**config.mk**
```make
export PLATFORM = sky130hd
export DESIGN_NAME = mux_scan_framer
export DESIGN_NICKNAME = d
export VERILOG_FILES = /design/src/rtl/scan_pkg.sv /design/src/rtl/scan_byte_fifo.sv /design/src/rtl/mux_scan_framer.sv
export SDC_FILE = /design/constraint.sdc
export NUM_CORES = 1
export LEC_CHECK = 0
export BUFFER_PORTS_ARGS = -buffer_cell sky130_fd_sc_hd__buf_4
export CAP_MARGIN = 20
export CORE_MARGIN = 10
export CORE_UTILIZATION = 26
export DETAILED_ROUTE_END_ITERATION = 8
export GPL_TIMING_DRIVEN = 0
export PLACE_DENSITY_LB_ADDON = 0.3
export SYNTH_ARGS = -nofsm -noshare
export SYNTH_HDL_FRONTEND = slang
export SYNTH_SLANG_ARGS = --single-unit
```
**constraint.sdc**
```tcl
create_clock -name clk -period 4.3 [get_ports clk]
set_clock_uncertainty 0.05 [all_clocks]
set_input_delay 0.645 -clock clk [delete_from_list [all_inputs] [get_ports clk]]
set_output_delay 0.645 -clock clk [all_outputs]
set_load 0.02 [all_outputs]
```
**src/rtl/scan_pkg.sv**
```systemverilog
// Shared types and constants for the multiplexed scan framer.
// Frame length depends on SCAN_CHECKSUM_EN (adds one trailing XOR byte when defined).
package scan_pkg;

    typedef enum logic [2:0] {
        IDLE,
        RESERVE,
        SETTLE,
        ACCUM,
        EMIT,
        TRAILER
    } scan_state_t;

    localparam logic [7:0] FRAME_HDR = 8'hA5;

    function automatic int frame_len(input int n_ch, input int out_bytes);
`ifdef SCAN_CHECKSUM_EN
        return 3 + n_ch * out_bytes;
`else
        return 2 + n_ch * out_bytes;
`endif
    endfunction

endpackage

```
**src/rtl/scan_byte_fifo.sv**
```systemverilog
// Synchronous byte FIFO with registered read data and a free-space count.
// q holds its value except on the edge where a pop happens.
module scan_byte_fifo #(
    parameter int DEPTH = 64
) (
    input  logic                     clk,
    input  logic                     reset_n,
    input  logic                     wr_en,
    input  logic [7:0]               din,
    input  logic                     rd_en,
    output logic [7:0]               q,
    output logic                     empty,
    output logic                     full,
    output logic [$clog2(DEPTH):0]   free
);

    localparam int AW = $clog2(DEPTH);

    logic [7:0]    mem [DEPTH];
    logic [AW-1:0] wr_ptr;
    logic [AW-1:0] rd_ptr;
    logic [AW:0]   count;
    logic          do_wr;
    logic          do_rd;

    assign empty = (count == '0);
    assign full  = (count == (AW + 1)'(DEPTH));
    assign free  = (AW + 1)'(DEPTH) - count;
    assign do_wr = wr_en && !full;
    assign do_rd = rd_en && !empty;

    always_ff @(posedge clk or negedge reset_n) begin
        if (!reset_n) begin
            wr_ptr <= '0;
            rd_ptr <= '0;
            count  <= '0;
            q      <= 8'h00;
        end else begin
            if (do_wr) wr_ptr <= wr_ptr + AW'(1);
            if (do_rd) begin
                rd_ptr <= rd_ptr + AW'(1);
                q      <= mem[rd_ptr];
            end
            case ({do_wr, do_rd})
                2'b10:   count <= count + (AW + 1)'(1);
                2'b01:   count <= count - (AW + 1)'(1);
                default: count <= count;
            endcase
        end
    end

    // Storage carries data only, so it is left out of reset.
    always_ff @(posedge clk) begin
        if (do_wr) mem[wr_ptr] <= din;
    end

endmodule

```
**src/rtl/mux_scan_framer.sv**
```systemverilog
// Mux scan engine: settle, average, and frame each channel into a byte FIFO.
// Optional SCAN_CHECKSUM_EN appends an XOR-of-frame byte in TRAILER.
module mux_scan_framer
    import scan_pkg::*;
#(
    parameter int N_CH       = 24,
    parameter int SEL_W      = $clog2(N_CH),
    parameter int SAMPLE_W   = 12,
    parameter int AVG_LOG2   = 2,
    parameter int SETTLE_CYC = 256,
    parameter int OUT_BYTES  = 1,
    parameter int FIFO_DEPTH = 64
) (
    input  logic                clk,
    input  logic                reset_n,
    input  logic                start,
    input  logic                cont,
    input  logic                adc_valid,
    input  logic [SAMPLE_W-1:0] adc_data,
    output logic [SEL_W-1:0]    mux_addr,
    input  logic                rd_en,
    output logic [7:0]          q,
    output logic                empty,
    output logic                busy,
    output logic                overflow
);

    localparam int FLEN  = frame_len(N_CH, OUT_BYTES);
    localparam int SUM_W = SAMPLE_W + AVG_LOG2;
    localparam int NAVG  = 1 << AVG_LOG2;
    localparam int ST_W  = $clog2(SETTLE_CYC + 1);
    localparam int AC_W  = AVG_LOG2 + 1;
    localparam int FW    = $clog2(FIFO_DEPTH) + 1;

    scan_state_t         state, next_state;
    logic [SEL_W-1:0]    channel;
    logic [ST_W-1:0]     settle_cnt;
    logic [AC_W-1:0]     acc_cnt;
    logic                byte_idx;
    logic [7:0]          frame_cnt;
    logic [SUM_W-1:0]    sum;
    logic [SUM_W-1:0]    sum_next;
    logic [SAMPLE_W-1:0] avg;
    logic [15:0]         avg_ext;
    logic [7:0]          data_byte;
    logic                push;
    logic [7:0]          push_byte;
    logic                fifo_full;
    logic [FW-1:0]       fifo_free;
    logic                room;
    logic                acc_done;
    logic                emit_last;
    logic                last_ch;
`ifdef SCAN_CHECKSUM_EN
    logic [7:0]          csum;
`endif

    assign mux_addr  = channel;
    assign busy      = (state != IDLE);
    assign room      = (fifo_free >= FW'(FLEN));
    assign sum_next  = sum + SUM_W'(adc_data);
    assign acc_done  = (state == ACCUM) && adc_valid && (acc_cnt == AC_W'(NAVG - 1));
    assign emit_last = (byte_idx == 1'(OUT_BYTES - 1));
    assign last_ch   = (channel == SEL_W'(N_CH - 1));
    assign avg_ext   = 16'(avg);
    assign data_byte = (OUT_BYTES == 1) ? avg[SAMPLE_W-1 -: 8]
                     : (byte_idx ? avg_ext[7:0] : avg_ext[15:8]);

    always_ff @(posedge clk or negedge reset_n) begin
        if (!reset_n) state <= IDLE;
        else          state <= next_state;
    end

    always_comb begin
        next_state = state;
        push       = 1'b0;
        push_byte  = FRAME_HDR;
        case (state)
            IDLE:    if (start) next_state = RESERVE;
            RESERVE: begin
                if (!byte_idx) begin
                    if (room) push = 1'b1;
                    else      next_state = cont ? RESERVE : IDLE;
                end else begin
                    push       = 1'b1;
                    push_byte  = frame_cnt;
                    next_state = SETTLE;
                end
            end
            SETTLE:  if (settle_cnt == ST_W'(SETTLE_CYC - 1)) next_state = ACCUM;
            ACCUM:   if (acc_done) next_state = EMIT;
            EMIT: begin
                push      = 1'b1;
                push_byte = data_byte;
                if (emit_last) next_state = last_ch ? TRAILER : SETTLE;
            end
            TRAILER: begin
`ifdef SCAN_CHECKSUM_EN
                push      = 1'b1;
                push_byte = csum;
`endif
                next_state = cont ? RESERVE : IDLE;
            end
            default: next_state = IDLE;
        endcase
    end

    always_ff @(posedge clk or negedge reset_n) begin
        if (!reset_n) begin
            channel    <= '0;
            settle_cnt <= '0;
            acc_cnt    <= '0;
            byte_idx   <= 1'b0;
            frame_cnt  <= 8'h00;
            overflow   <= 1'b0;
        end else begin
            case (state)
                RESERVE: begin
                    if (!byte_idx) begin
                        if (room) begin
                            byte_idx <= 1'b1;
                        end else begin
                            // Dropped frames still consume a counter value.
                            overflow  <= 1'b1;
                            frame_cnt <= frame_cnt + 8'd1;
                        end
                    end else begin
                        byte_idx   <= 1'b0;
                        channel    <= '0;
                        settle_cnt <= '0;
                    end
                end
                SETTLE: begin
                    settle_cnt <= settle_cnt + ST_W'(1);
                    acc_cnt    <= '0;
                end
                ACCUM:   if (adc_valid) acc_cnt <= acc_cnt + AC_W'(1);
                EMIT: begin
                    if (emit_last) begin
                        byte_idx <= 1'b0;
                        if (!last_ch) begin
                            channel    <= channel + SEL_W'(1);
                            settle_cnt <= '0;
                        end
                    end else begin
                        byte_idx <= 1'b1;
                    end
                end
                TRAILER: frame_cnt <= frame_cnt + 8'd1;
                default: ;
            endcase
        end
    end

    always_ff @(posedge clk) begin
        if (state == SETTLE) begin
            sum <= '0;
        end else if (state == ACCUM && adc_valid) begin
            sum <= sum_next;
            if (acc_done) avg <= sum_next[SUM_W-1:AVG_LOG2];
        end
    end

`ifdef SCAN_CHECKSUM_EN
    always_ff @(posedge clk or negedge reset_n) begin
        if (!reset_n)  csum <= 8'h00;
        else if (push) csum <= (state == RESERVE && !byte_idx) ? push_byte : (csum ^ push_byte);
    end
`endif

    scan_byte_fifo #(
        .DEPTH (FIFO_DEPTH)
    ) u_fifo (
        .clk     (clk),
        .reset_n (reset_n),
        .wr_en   (push && !fifo_full),
        .din     (push_byte),
        .rd_en   (rd_en),
        .q       (q),
        .empty   (empty),
        .full    (fifo_full),
        .free    (fifo_free)
    );

endmodule

```
; Word-level counts from Yosys, hierarchy flattened
; Memories as Yosys holds them, arrays and structs flattened. A register that Yosys moved wholly into a read port is not among the register bits.
; Index checks and enable logic that the tools add are counted.
[classes]
n_addsub = 10
mul = 0
div_mod_pow = 0
order_cmp = 1
n_eq_ne = 21
shifts = 0
mux = 33
bitwise_logic = 3
n_reduce_logical = 23
[op_table]
columns = cell, count
row1 = $pmux W8 S2, 2
row2 = $mux W9, 3
row3 = $pmux W9 S3, 1
row4 = $mux W3, 8
row5 = $mux W8, 3
row6 = $ne A2 B2 Y1 const B, 9
row7 = $pmux W3 S6, 1
row8 = $mux W5, 3
row9 = $add A14 B12 Y14, 1
row10 = $pmux W7 S2, 1
row11 = $add A6 B1 Y6 const B, 2
row12 = $pmux W5 S2, 1
row13 = $add A9 B1 Y9 const B, 1
row14 = $eq A3 B2 Y1 const B, 3
row15 = $eq A9 B8 Y1 const B, 1
row16 = $reduce_and A3 Y1, 3
row17 = $add A8 B1 Y8 const B, 1
row18 = $reduce_and A4 Y1, 2
row19 = $reduce_bool A2 Y1, 4
row20 = $add A7 B1 Y7 const B, 1
row21 = $eq A7 B7 Y1 const B, 1
row22 = $ge A7 B5 Y1 const B, 1
row23 = $logic_not A7 Y1, 1
row24 = $mux W1, 7
row25 = 19 further kinds, 30
[totals]
regBits = 75
latchBits = 0
ram_bits = 512
mem_bits_ro = 0
inputBits = 18
wordCells = 104
memories = 1
[memory_table]
columns = memory, words, word_bits, read_ports, rd_clocked_by_memory_dff, write_ports, line_no
row1 = u_fifo.mem, 64, 8, 1, 1, 1, scan_byte_fifo.sv:19  ; logic [7:0] mem [DEPTH];

; Logic depth before layout (Yosys ltp)
[depth]
ltp_word = 9
depth_mapped = 19
mapped_depth_nobuf = 18

; Hierarchy
; Synthesis repeated with hierarchy kept, for this count alone.
[hier_totals]
hier_cells = 1471
area_unflattened_um2 = 24572.3
[modules_own_cells]
columns = module, instances, cells_each, area_each_um2, seq_area_each_um2
row1 = scan_byte_fifo, 1, 1124, 21398.0, 16050.4
row2 = mux_scan_framer, 1, 347, 3174.3, 1271.2

; Least setup slack after synthesis
; Ideal clock, no wire load.
[synth_timing]
kind = register to register
startpoint = register u_fifo.count[0]
endpoint = register u_fifo.count[6]
setup_ns = 0.079
arrival_ns = 3.956
required_time_ns = 4.171
slack_ns = 0.215
stages_incl_launch_ff = 20
path_buffers = 1
synth_period_minus_slack_ns = 4.085
cell_sequence = dfrtp_1 inv_1 ha_1 or3b_1 o41ai_1 nand4_1 o31ai_2 a21boi_4 buf_6 inv_1 ha_1 inv_1 fa_1 nor2b_1 o21ai_0 a21boi_0 o21ai_0 nand3_1 nor3b_1 xor2_1
[synth_via]
elab_chain_len = 9
[synth_lines]
columns = item, line_no
row1 = start: declaration, scan_byte_fifo.sv:22  ; logic [AW:0] count;
row2 = start signal: assignment, scan_byte_fifo.sv:45  ; 2'b10: count <= count + (AW + 1)'(1);
row3 = start signal: assignment, scan_byte_fifo.sv:46  ; 2'b01: count <= count - (AW + 1)'(1);
row4 = start signal: assignment, scan_byte_fifo.sv:47  ; default: count <= count;
row5 = $sub A7 B7 Y7, scan_byte_fifo.sv:28  ; assign free = (AW + 1)'(DEPTH) - count;
row6 = $ge A7 B5 Y1, mux_scan_framer.sv:60  ; assign room = (fifo_free >= FW'(FLEN));
row7 = $mux W1, mux_scan_framer.sv:82  ; if (room) push = 1'b1;
row8 = $mux W1, mux_scan_framer.sv:81  ; if (!byte_idx) begin
row9 = $pmux W1 S2, mux_scan_framer.sv:78  ; case (state)
row10 = $logic_and A1 B1 Y1, mux_scan_framer.sv:176  ; .wr_en (push && !fifo_full),
row11 = $logic_and A1 B1 Y1, scan_byte_fifo.sv:29  ; assign do_wr = wr_en && !full;
row12 = $eq A2 B1 Y1 / $eq A2 B2 Y1 (equally long branches), scan_byte_fifo.sv:44  ; case ({do_wr, do_rd})
row13 = $pmux W7 S2 / $reduce_bool A2 Y1 (equally long branches), n/a
; Several ways; a longest one is shown, not always the timed one.
; A chain may end at the register's enable or synchronous reset.

; Final worst setup path
[layout_timing]
startpoint = register u_fifo.count[2]
endpoint = memory u_fifo.mem[18][6] (enable)
[layout_via]
elab_chain_len = 9
[layout_lines]
columns = item, line_no
row1 = $sub A7 B7 Y7, scan_byte_fifo.sv:28
row2 = $ge A7 B5 Y1, mux_scan_framer.sv:60
row3 = $mux W1, mux_scan_framer.sv:82
row4 = $mux W1, mux_scan_framer.sv:81
row5 = $pmux W1 S2, mux_scan_framer.sv:78
row6 = $logic_and A1 B1 Y1, mux_scan_framer.sv:176
row7 = $logic_and A1 B1 Y1 *, scan_byte_fifo.sv:29
row8 = $mux W1 *, scan_byte_fifo.sv:54  ; if (do_wr) mem[wr_ptr] <= din;
row9 = $mux W1 (not written as such) *, scan_byte_fifo.sv:54
row10 = end: declaration, scan_byte_fifo.sv:19
; Mark *: on every way between the ends. The rest lies on a longest branch, timed or not.

==> summary.md <==
| Metric | Value |
|---|---|
| Outcome | finished, final reports clean |
| Core region area | 93000 µm² |
| DR DRC count | 0 |
| Pin count of the biggest net entering global routing | 58 |
| Total Wirelength | 64500 µm |
| Synthesized area | 24300 µm² |
| Vias in the first global route | 13900 |
| Antenna-violating nets left | 0 |
| Via density | 4.73 |
| Critical path type | reg2reg |
| Routed wire length per instance | 22.6 µm |
| Data arrival time of the worst path | 4.41 ns |
| Syn_area_per_cell | 17.0 µm² |
| DRT iter0 DRCs | 1168 |
| Cell area after layout | 28600 µm² |
| Antenna violations before repair | 0 |
| Final worst path period share | 0.984 |
| Clk sinks | 591 |
| Setup crit start kind | flip-flop |
| Post-Place Cell Area | 26400 µm² |
| Post-Route Utilization | 0.307 |
| Dominant synthesized flop cell | edfxtp_1 |
| Sequential element share of the synthesized area | 0.712 |
| Die Width | 326 µm |
| Setup Viol. Count Final | 0 |
| DIE AREA | 106000 µm² |
| Mapped Nets | 1480 |
| Actual slew at the worst max-slew pin | 1.13 ns |
| I/O pin count | 34 |
| HPWL Detailed | 43500 µm |
| Setup crit end kind | flip-flop |
| Clk_lat worst skew | 0.59 ns |
| Longest Clk Path Bufs | 3 |
| Layout cells sized above 1 | 0.187 |
| CTS H-tree lvls | 3 |
| RSZ-0062 raised after global routing | true |
| Seq cells post-synth | 591 |
| Fin nets | 1599 |
| Die span in y | 326 µm |
| Count leader, synth | edfxtp_1 |
| Worst min path class | in2async |
| Async set-reset flop share out of synthesis | 0.0964 |
| Top cell type by total area after synthesis | edfxtp_1 |
| Fillcell total | 9174 |
| Crit path max fanout | 8 |
| Warnings from Yosys | 0 |
| Library cells used by synthesis | 65 |
| P&R area growth vs syn | 17.6% |
| GRT Util Overall | 0.119 |
| Total CTS buffers | 66 |
| Clock root buffer | clkbuf_16 |
| First-pass GRT wire length | 94600 µm |
| GPL Wtd Cong | 0.864 |
| Initial Util | 0.261 |
| Worst-path clk slew | 0.06 ns |
| Top area cells in the synthesized netlist | edfxtp_1 (64%), mux4_2 (9.1%), dfrtp_1 (5.9%), mux2i_1 (2.6%), nor2_1 (1.5%) |
| PwrDens | 670 nW/µm² |
| First-pass detailed-route iteration total | 5 |
| Commonest cells post-synth | edfxtp_1 (520), nor2_1 (99), mux4_2 (98), nand2_1 (66), mux2i_1 (63) |
| Highest clock rate | 0.236 GHz |
| Top-area cell type share of the netlist area | 0.642 |
| Routed via count | 13500 |
| Final Hold Fails | 0 |
| Grt ovf | 0 |
| # hold bufs at CTS | 0 |
| CTS tree | built |
| Post-synth EDFFs | 520 |
| Rel. slew slack | 0.246 |
| Syn Inst Count | 1432 |
| Req. time, crit path | 4.47 ns |
| Number of port buffers | 33 |
| Max_cap viols | 0 |
| Num rows | 112 |
| Fin. max-slew vios | 0 |
| Max VDD drop | 0.000303 V |
| Final min period | 4.23 ns |
| Leakage Power | 9.41 nW |
## metal layers
layer	GRT usage	wire length, µm
met5	0	0
met4	0.0382	1830
met3	0.0339	4640
met2	0.188	29800
met1	0.158	28300
## logic make-up after synthesis
kind of cell / after synthesis / synth area share
XOR/XNOR: 40 / 0.0144
AND/OR/NAND/NOR: 269 / 0.0547
buffers and inverters: 104 / 0.0174
AO/OA/AOI/OAI: 222 / 0.0615
flip-flops: 591 / 0.712
adder cells (fa/ha/maj): 30 / 0.0161
multiplexers: 176 / 0.124
## layout by cell type, fill, tap and decap left out, drive strengths merged, types with 15 or more instances in the layout
cell,n
dfrtp,57
mux2,15
clkbuf,137
mux2i,63
nor2,99
a211oi,16
a22oi,25
xor2,15
clkinv,21
nand2,67
nand3,19
nor2b,15
ha,28
inv,30
xnor2,25
a21oi,36
edfxtp,520
nand4,16
o21ai,54
mux4,98
buf,77
## stage by stage
stage	TNS (ns)	total power [mW]	hold slack (ns)	setup WS (ns)	cells
after global placement	-58.17	13.5	0.396	-0.393	2719
after detailed placement	-0.357	13.8	0.404	-0.357	2734
after CTS	0	19.3	0.0946	0.00837	2850
after global routing	-4.00	20.0	0.119	-0.0869	2852
after floorplan	0	11.2	0.299	0.215	1432
final	0	19.2	0.0844	0.0668	2853
## layout make-up
type	instances	area (µm²)	share of cell area
Clock inverter	30	236	0.00827
Sequential cell	591	17300	0.606
Tap cell	1254	1570	0.0549
Timing Repair Buffer	51	582	0.0203
Multi-Input combinational cell	737	6640	0.232
Inverter	26	97.6	0.00341
Antenna cell	1	2.50	0.0000875
Buffer	78	325	0.0114
Clock buffer	85	1820	0.0635
## state kept, by name, summed over array words and instances (netlist names)
signal and flops:
avg 8, frame_cnt 8, settle_cnt 9, acc_cnt 3, u_fifo.wr_ptr 6, u_fifo.count 7
overflow 1, mux_addr 5, byte_idx 1, u_fifo.mem 512, u_fifo.q 8, sum 14
state 3, u_fifo.rd_ptr 6
## path summary, 6_finish.rpt
kind,startpoint,end,slack (ns),cells past startpoint
worst max-delay path,u_fifo.count[2],u_fifo.mem[18][6],0.07,8
worst min-delay path,reset_n,settle_cnt[6],0.08,1
min in group clk,adc_data[0],sum[0],0.34,3
worst min register to register,sum[5],sum[5],0.41,2
worst max register to register,u_fifo.count[2],u_fifo.mem[18][6],0.07,8
max in group asynchronous,reset_n,u_fifo.count[1],3.53,1
## where the power goes
group / leakage [nW] / total, mW / switching (mW) / internal, mW
registers: 5.54 / 7.34 / 0.275 / 7.06
logic: 2.88 / 6.41 / 4.08 / 2.33
clock network: 0.993 / 5.41 / 2.30 / 3.11
total: 9.41 / 19.2 / 6.65 / 12.5
## worst max-delay path, cell delays in order (launching register included)
cell	delay [ns]
dfrtp_1	0.45
or4_1	0.56
or4_1	0.53
nand4_1	0.17
o31ai_4	0.08
a21boi_4	0.27
buf_4	0.15
nand3_1	0.62
nor2_1	0.98
## timing repair
item / 4_1_cts / 5_1_grt
setup endpoints to repair: 2 / 56
buffers inserted: 1 / 1
resized for setup: 8 / 11
pin swaps: 4 / 4
No activity file was read; power rests on OpenSTA's default activity.
